===== src/rtl/fp_normalizer.sv =====
// fp_normalizer: packs an ALU mantissa sum into an IEEE-754 single.
// It handles carry-out, cancellation to zero, overflow to infinity and
// underflow flush-to-zero, and left-shifts unnormalized sums one bit per cycle.
module fp_normalizer (
  input  logic        clock,
  input  logic        resetN,
  input  logic        inValid,
  output logic        inReady,
  input  logic        alignedSign,
  input  logic [7:0]  exponentOut,
  input  logic [23:0] alignedResult,
  input  logic        carryOut,
  output logic        outValid,
  input  logic        outReady,
  output logic [31:0] Result,
  output logic        overflow,
  output logic        underflow
);

  typedef enum logic [1:0] {
    IDLE,
    NORM,
    DONE
  } state_t;

  state_t      state_q, state_d;
  logic        sign_q, sign_d;
  logic [8:0]  exp_q, exp_d;
  logic [23:0] mant_q, mant_d;
  logic [31:0] result_q, result_d;
  logic        ovf_q, ovf_d;
  logic        unf_q, unf_d;

  logic [8:0]  expInc;
  logic [8:0]  expDec;
  logic [23:0] mantShl;

  // Next-state logic: classify on accept, shift one bit per cycle in NORM and
  // go straight to DONE on the shift that brings the leading one into bit 23.
  always_comb begin
    state_d  = state_q;
    sign_d   = sign_q;
    exp_d    = exp_q;
    mant_d   = mant_q;
    result_d = result_q;
    ovf_d    = ovf_q;
    unf_d    = unf_q;
    expInc   = {1'b0, exponentOut} + 9'd1;
    expDec   = exp_q - 9'd1;
    mantShl  = {mant_q[22:0], 1'b0};

    case (state_q)
      IDLE: begin
        if (inValid) begin
          sign_d = alignedSign;
          ovf_d  = 1'b0;
          unf_d  = 1'b0;
          if (carryOut) begin
            mant_d  = {1'b1, alignedResult[23:1]};
            exp_d   = expInc;
            state_d = DONE;
            if (expInc >= 9'd255) begin
              result_d = {alignedSign, 8'hFF, 23'h0};
              ovf_d    = 1'b1;
            end else begin
              result_d = {alignedSign, expInc[7:0], alignedResult[23:1]};
            end
          end else if (alignedResult == 24'h0) begin
            mant_d   = 24'h0;
            exp_d    = {1'b0, exponentOut};
            result_d = 32'h0;
            state_d  = DONE;
          end else if (exponentOut == 8'h00) begin
            mant_d   = alignedResult;
            exp_d    = 9'h0;
            result_d = {alignedSign, 31'h0};
            unf_d    = 1'b1;
            state_d  = DONE;
          end else begin
            mant_d = alignedResult;
            exp_d  = {1'b0, exponentOut};
            if (alignedResult[23]) begin
              result_d = {alignedSign, exponentOut, alignedResult[22:0]};
              state_d  = DONE;
            end else begin
              state_d = NORM;
            end
          end
        end
      end

      NORM: begin
        if (mant_q[23]) begin
          result_d = {sign_q, exp_q[7:0], mant_q[22:0]};
          state_d  = DONE;
        end else if (exp_q > 9'd1) begin
          mant_d = mantShl;
          exp_d  = expDec;
          if (mantShl[23]) begin
            result_d = {sign_q, expDec[7:0], mantShl[22:0]};
            state_d  = DONE;
          end
        end else begin
          result_d = {sign_q, 31'h0};
          unf_d    = 1'b1;
          state_d  = DONE;
        end
      end

      DONE: begin
        if (outReady) begin
          ovf_d   = 1'b0;
          unf_d   = 1'b0;
          state_d = IDLE;
        end
      end

      default: begin
        state_d = IDLE;
      end
    endcase
  end

  // State and datapath registers; reset abandons any in-flight operation.
  always_ff @(posedge clock or negedge resetN) begin
    if (!resetN) begin
      state_q  <= IDLE;
      sign_q   <= 1'b0;
      exp_q    <= 9'h0;
      mant_q   <= 24'h0;
      result_q <= 32'h0;
      ovf_q    <= 1'b0;
      unf_q    <= 1'b0;
    end else begin
      state_q  <= state_d;
      sign_q   <= sign_d;
      exp_q    <= exp_d;
      mant_q   <= mant_d;
      result_q <= result_d;
      ovf_q    <= ovf_d;
      unf_q    <= unf_d;
    end
  end

  assign inReady   = resetN && (state_q == IDLE);
  assign outValid  = (state_q == DONE);
  assign Result    = result_q;
  assign overflow  = ovf_q && outValid;
  assign underflow = unf_q && outValid;

endmodule


===== config.mk =====
export PLATFORM = sky130hd
export DESIGN_NAME = fp_normalizer
export DESIGN_NICKNAME = d
export VERILOG_FILES = /design/src/rtl/fp_normalizer.sv
export SDC_FILE = /design/constraint.sdc
export NUM_CORES = 1
export LEC_CHECK = 0
export BUFFER_PORTS_ARGS = -buffer_cell sky130_fd_sc_hd__buf_2
export CAP_MARGIN = 20
export CORE_MARGIN = 2
export CORE_UTILIZATION = 50
export DETAILED_ROUTE_END_ITERATION = 12
export MAX_ROUTING_LAYER = met4
export PLACE_DENSITY = 0.71
export SLEW_MARGIN = 30
export SYNTH_ARGS = -nofsm -noshare
export SYNTH_HDL_FRONTEND = slang
export SYNTH_SLANG_ARGS = --single-unit

===== constraint.sdc =====
create_clock -name clock -period 4 [get_ports clock]
set_input_delay 0.2 -clock clock [delete_from_list [all_inputs] [get_ports clock]]
set_output_delay 0.2 -clock clock [all_outputs]
set_load 0.05 [all_outputs]

# [Word level (Yosys, flattened, before mapping)]
# Cells that the tools add are included.
[totals] regBits=70 out_inout_bits=36 word_cells=82 input_bits=38
[classes] reduce_logical=16 mux=45 order_cmp=2 n_eq_ne=9 n_addsub=2
[ops] operator="32-bit 2-to-1 mux" n=8
[ops] operator="24-bit 2-to-1 mux" n=5
[ops] operator="32-bit one-hot mux with 2 select lines" n=1
[ops] operator="24-bit one-hot mux with 2 select lines" n=1
[ops] operator="9-bit 2-to-1 mux" n=4
[ops] operator="31-bit 2-to-1 mux" n=1
[ops] operator="24-bit zero test" n=1
[ops] operator="2-bit 2-to-1 mux" n=9
[ops] operator="9-bit one-hot mux with 2 select lines" n=1
[ops] operator="8-bit 2-to-1 mux" n=2
[ops] operator="1-bit 2-to-1 mux" n=10
[ops] operator="8-bit by 1-bit adder with 9-bit output, second input constant" n=1
[ops] operator="9-bit by 8-bit >= comparator with 1-bit output, second input constant" n=1
[ops] operator="9-bit by 1-bit greater-than comparator with 1-bit output, second input constant" n=1
[ops] operator="9-bit by 1-bit subtractor with 9-bit output, second input constant" n=1
[ops] operator="8-bit zero test" n=1
[ops] operator="2-bit inequality test, second input constant" n=4
[ops] operator="4-bit AND reduction" n=2
[ops] operator="2-bit one-hot mux with 3 select lines" n=1
[ops] operator="3-bit AND reduction" n=2
[ops] operator="5-bit inequality test, second input constant" n=1
[ops] operator="5-bit AND reduction" n=1
[ops] operator="4-bit inequality test, second input constant" n=1
[ops] operator="2-bit AND reduction" n=2
[ops] operator="other kinds (9)" n=12

# [Logic depth before layout (Yosys ltp)]
[logic_depth] depth_word=6 mapped_depth=9 mapped_depth_nobuf=8

# [Worst setup path before layout]
# No wires, ideal clock.
[synth_path] path_type="reg2reg" from="register exp_q[5]" to="register result_q[10] (netlist: Result[10])" setup_time_ns=0.126 arrival_time_ns=2.431 period_less_slack_ns=2.557 path_buffers=2 path_stages_with_launch=9 path_slack_ns=1.443 cell_sequence="dfrtp_1 > or4_1 > buf_2 > o31a_1 > a31oi_1 > o21a_2 > buf_6 > mux2_1 > a221o_1"
[synth_between] elab_chain_len=4 word_cells_on_any_way=6 cone_classes="order compare: 1; eq/ne: 1; mux: 3; reduce/logical: 1"
[synth_rtl] element="from (decl)" line="28" rtl="logic [8:0] exp_q, exp_d;"
[synth_rtl] element="from (signal assigned)" line="137" rtl="exp_q <= exp_d;"
[synth_rtl] element="9-bit by 1-bit greater-than comparator with 1-bit output *" line="96" rtl="end else if (exp_q > 9'd1) begin"
[synth_rtl] element="32-bit 2-to-1 mux" line="96"
[synth_rtl] element="32-bit 2-to-1 mux" line="93" rtl="if (mant_q[23]) begin"
[synth_rtl] element="32-bit one-hot mux with 2 select lines" line="52" rtl="case (state_q)"
[synth_rtl] element="to (signal assigned)" line="139" rtl="result_q <= result_d;"
[synth_rtl] element="to (decl)" line="30" rtl="logic [31:0] result_q, result_d;"
# Every way passes the cells marked *; elsewhere a longest branch is shown, timed or not.
# A chain may end at the register's enable or synchronous reset.

# [Final worst setup path]
[layout_path] from="register exp_q[5]" to="register result_q[0] (netlist: Result[0])"
# Same word-level chain as after synthesis.

==> out/qor.txt <==
relative slew slack = 0.4133
# Max-Cap Violations = 0
CTS Buf Count = 9
setup slack after layout = 857.4 ps
post-synthesis instance area = 5022 um2
cells after synthesis = 596
dpl hpwl = 9457 um
fin crit share = 0.7857
Worst path top cell family by delay = compound AO/OA/AOI/OAI gates
layout cell share with drive strength beyond 1 = 0.1762
CP Cell Sequence = or4_1, buf_4, o31a_1, a31oi_1, o21a_2, mux2_1, a221o_1
I/O pins = 74
CTS max path bufs = 2
post-DR vias/cell = 6.271
Gate power share = 0.550
status = completed
synth unique cells = 58
final global-route overflow total = 0
Clock Latency Late Sink = 360 ps
worst slew pin tran = 880.0 ps
Pint = 2.235 mW
WP data arrival = 3380 ps
CP startpoint kind = register
Slew Limit Fails = 0
P_sw = 2.211 mW
initial DRC count = 324
pin count of the biggest net entering global routing = 59
multi-input combinational cell area = 2994 um2
post-route ant nets = 0
CP peak stage delay = 590 ps
Initial Util = 0.5138
VDD IR max = 441.7 uV
met1 usage = 0.3685
total chip power = 4.447 mW
row count = 36
register area = 1752 um2
Sw Ratio = 0.4973
power per cell area = 783.5 nW/um2
critical path class = register to register
Max Fanout on Critical Path = 23
CTS Root Cell = clkbuf_8
initial antenna violation count = 0
Setup TNS = 0 ps
Post-synth EDFFs = 0
critical path data required time = 4240 ps
Final Skew = 13.23 ps
Setup violations, final = 0
Via Count = 4891
register area share after synthesis = 0.3488
port bufs = 73
vias in the first global route = 4718
CTS tree = yes
Area Overhead vs Synth = 13.00%
ANT cells = 0
Ys Warns = 0
syn_nets = 642
CP bufs+invs = 1
clk slew on worst S/H paths = 80 ps
DIE AREA = 10860 um2
synthesized flop and latch total = 70
Total GRT Usage = 0.2758
fraction of registers with async set/reset = 1.000
Final Hold Vio Count = 0
met3 Usage GRT = 0.03885
clock power share = 0.157
post-layout min period = 3143 ps
DRC Markers = 0
Die Y = 104.2 um
FF-to-FF Start = exp_q[5]$_DFFE_PN0P_
hold_sp = alignedSign
Fillers = 895
Worst Hold Class = input port to register
CTS H-tree lvls = 3
busiest grt layer = met2
RSZ-0062 raised after global routing = no
Num Clock Sinks = 70
Synth Flop Type = dfrtp_1
drt pass-1 iters = 5
fmax = 318.2 MHz
R2R Setup Slk = 860 ps
Hold Slack = 90.43 ps
Leak = 2.466 nW
GR Util met2 = 0.4243
utilization after layout = 0.5806
core area = 9774 um2
Routed WL = 14190 um
crit path launch = exp_q[5]$_DFFE_PN0P_
first-pass GRT wire length = 23580 um
CP max stage cell = o21a_2
Layout Nets = 688
Synth Area per Inst = 8.427 um2
DP Worst Slack = 901.9 ps
Die Width = 104.2 um
Reg power frac = 0.293
routability cong. = 0.8316
Wirelength per Cell = 18.19 um
Setup crit end kind = register
==> metrics by stage <==
step / cells / area [um2]
3_3_place_gp: 763 / 5428
6_report: 780 / 5675
5_1_grt: 780 / 5675
4_1_cts: 780 / 5675
2_1_floorplan: 596 / 5022
3_5_place_dp: 763 / 5428
==> cells in the final DEF (no fill, tap or decap), types with 3 or more instances in the layout <==
cell type	netlist	final
a21oi_1	48	48
ha_1	8	7
or3_1	7	7
o31a_1	4	4
buf_2	16	73
a221o_1	21	21
a22oi_1	3	3
mux2_1	21	21
o21ai_0	42	42
a2bb2oi_1	3	3
a211oi_1	4	4
bufinv_16	0	3
nor2_1	46	46
o311ai_0	20	20
nand3_1	9	9
o31ai_1	6	6
nor2b_1	5	5
nor4_1	7	7
nor3_1	10	10
a31oi_1	4	4
a21boi_0	21	21
dfrtp_1	70	70
o22ai_1	7	7
and2_1	4	4
clkbuf_8	0	9
mux2i_1	24	24
xnor2_1	8	8
inv_1	10	10
o211ai_1	3	3
nand2b_1	10	10
nand4_1	4	4
a21o_1	4	4
o21ai_1	4	4
or2_2	3	3
nand2_1	75	75
buf_4	0	15
==> logic make-up (layout without fill, tap and decap cells) <==
logic type / after synthesis / in the layout / share of synthesized area
adders and majority gates: 8 / 8 / 0.01993
xor gates and xnor gates: 9 / 9 / 0.01570
buffers and inverters: 64 / 115 / 0.05655
DFF: 70 / 70 / 0.3488
AOI/OAI and AO/OA: 209 / 209 / 0.2858
and+or+nand+nor: 189 / 189 / 0.1739
muxes: 47 / 47 / 0.09940
==> power groups by stage <==
stage / sequential (mW) / clock (mW) / combinational [mW]
floorplan: 1.70 / 0 / 1.47
global placement: 1.29 / 0 / 2.36
detailed placement: 1.31 / 0 / 2.43
CTS: 1.29 / 0.708 / 2.44
global route: 1.35 / 0.740 / 2.67
finish: 1.30 / 0.700 / 2.45
==> synthesized netlist by cell type (5+ instances only) <==
cell type	count	area [um2]
a21oi_1	48	240.2
nor3_1	10	50.05
o21ai_0	42	210.2
o31ai_1	6	45.04
inv_1	10	37.54
nor2b_1	5	31.28
buf_2	16	80.08
nor4_1	7	43.79
nand2b_1	10	62.56
a21boi_0	21	157.7
o311ai_0	20	175.2
xnor2_1	8	70.07
nand2_1	75	281.5
mux2_1	21	236.5
a221o_1	21	210.2
nand3_1	9	45.04
dfrtp_1	70	1752
mux2i_1	24	240.2
nor2_1	46	172.7
or3_1	7	43.79
ha_1	8	100.1
clkbuf_1	31	116.4
o22ai_1	7	43.79
==> what timing repair did <==
item,4_1_cts,5_1_grt
endpoints found under the hold margin,17,0
resized for setup,0,0
buffers inserted,0,0
hold buffers,1,0
==> path summary, 6_finish.rpt <==
path | end | cells past startpoint
min in group asynchronous | mant_q[23]$_DFFE_PN0P_ | 2
setup reg to reg | Result[0]$_DFFE_PN0P_ | 7
hold / removal | sign_q$_DFFE_PN0P_ | 2
hold reg to reg | Result[26]$_DFFE_PN0P_ | 2
setup / recovery | Result[0]$_DFFE_PN0P_ | 7
max in group asynchronous | exp_q[8]$_DFFE_PN0P_ | 3
==> state kept, by name, summed over array words and instances (netlist names) <==
name     count
Result      32
mant_q      24
exp_q        9
state_q      2
ovf_q        1
sign_q       1
unf_q        1
==> layout make-up <==
cell class / instances / share of cell area
Multi-Input combinational cell: 462 / 0.5276
Sequential cell: 70 / 0.3086
Timing Repair Buffer: 89 / 0.08598
Tap cell: 133 / 0.02932
Clock buffer: 10 / 0.02249
Clock inverter: 6 / 0.01940
Inverter: 10 / 0.006614
==> per-layer routing <==
layer	wire [um]	vias to the layer above
li1	-	2300
met1	6326	2365
met2	6631	200
met3	957	26
met4	271	0
met5	0	-
Power figures use the tool's default switching activity.
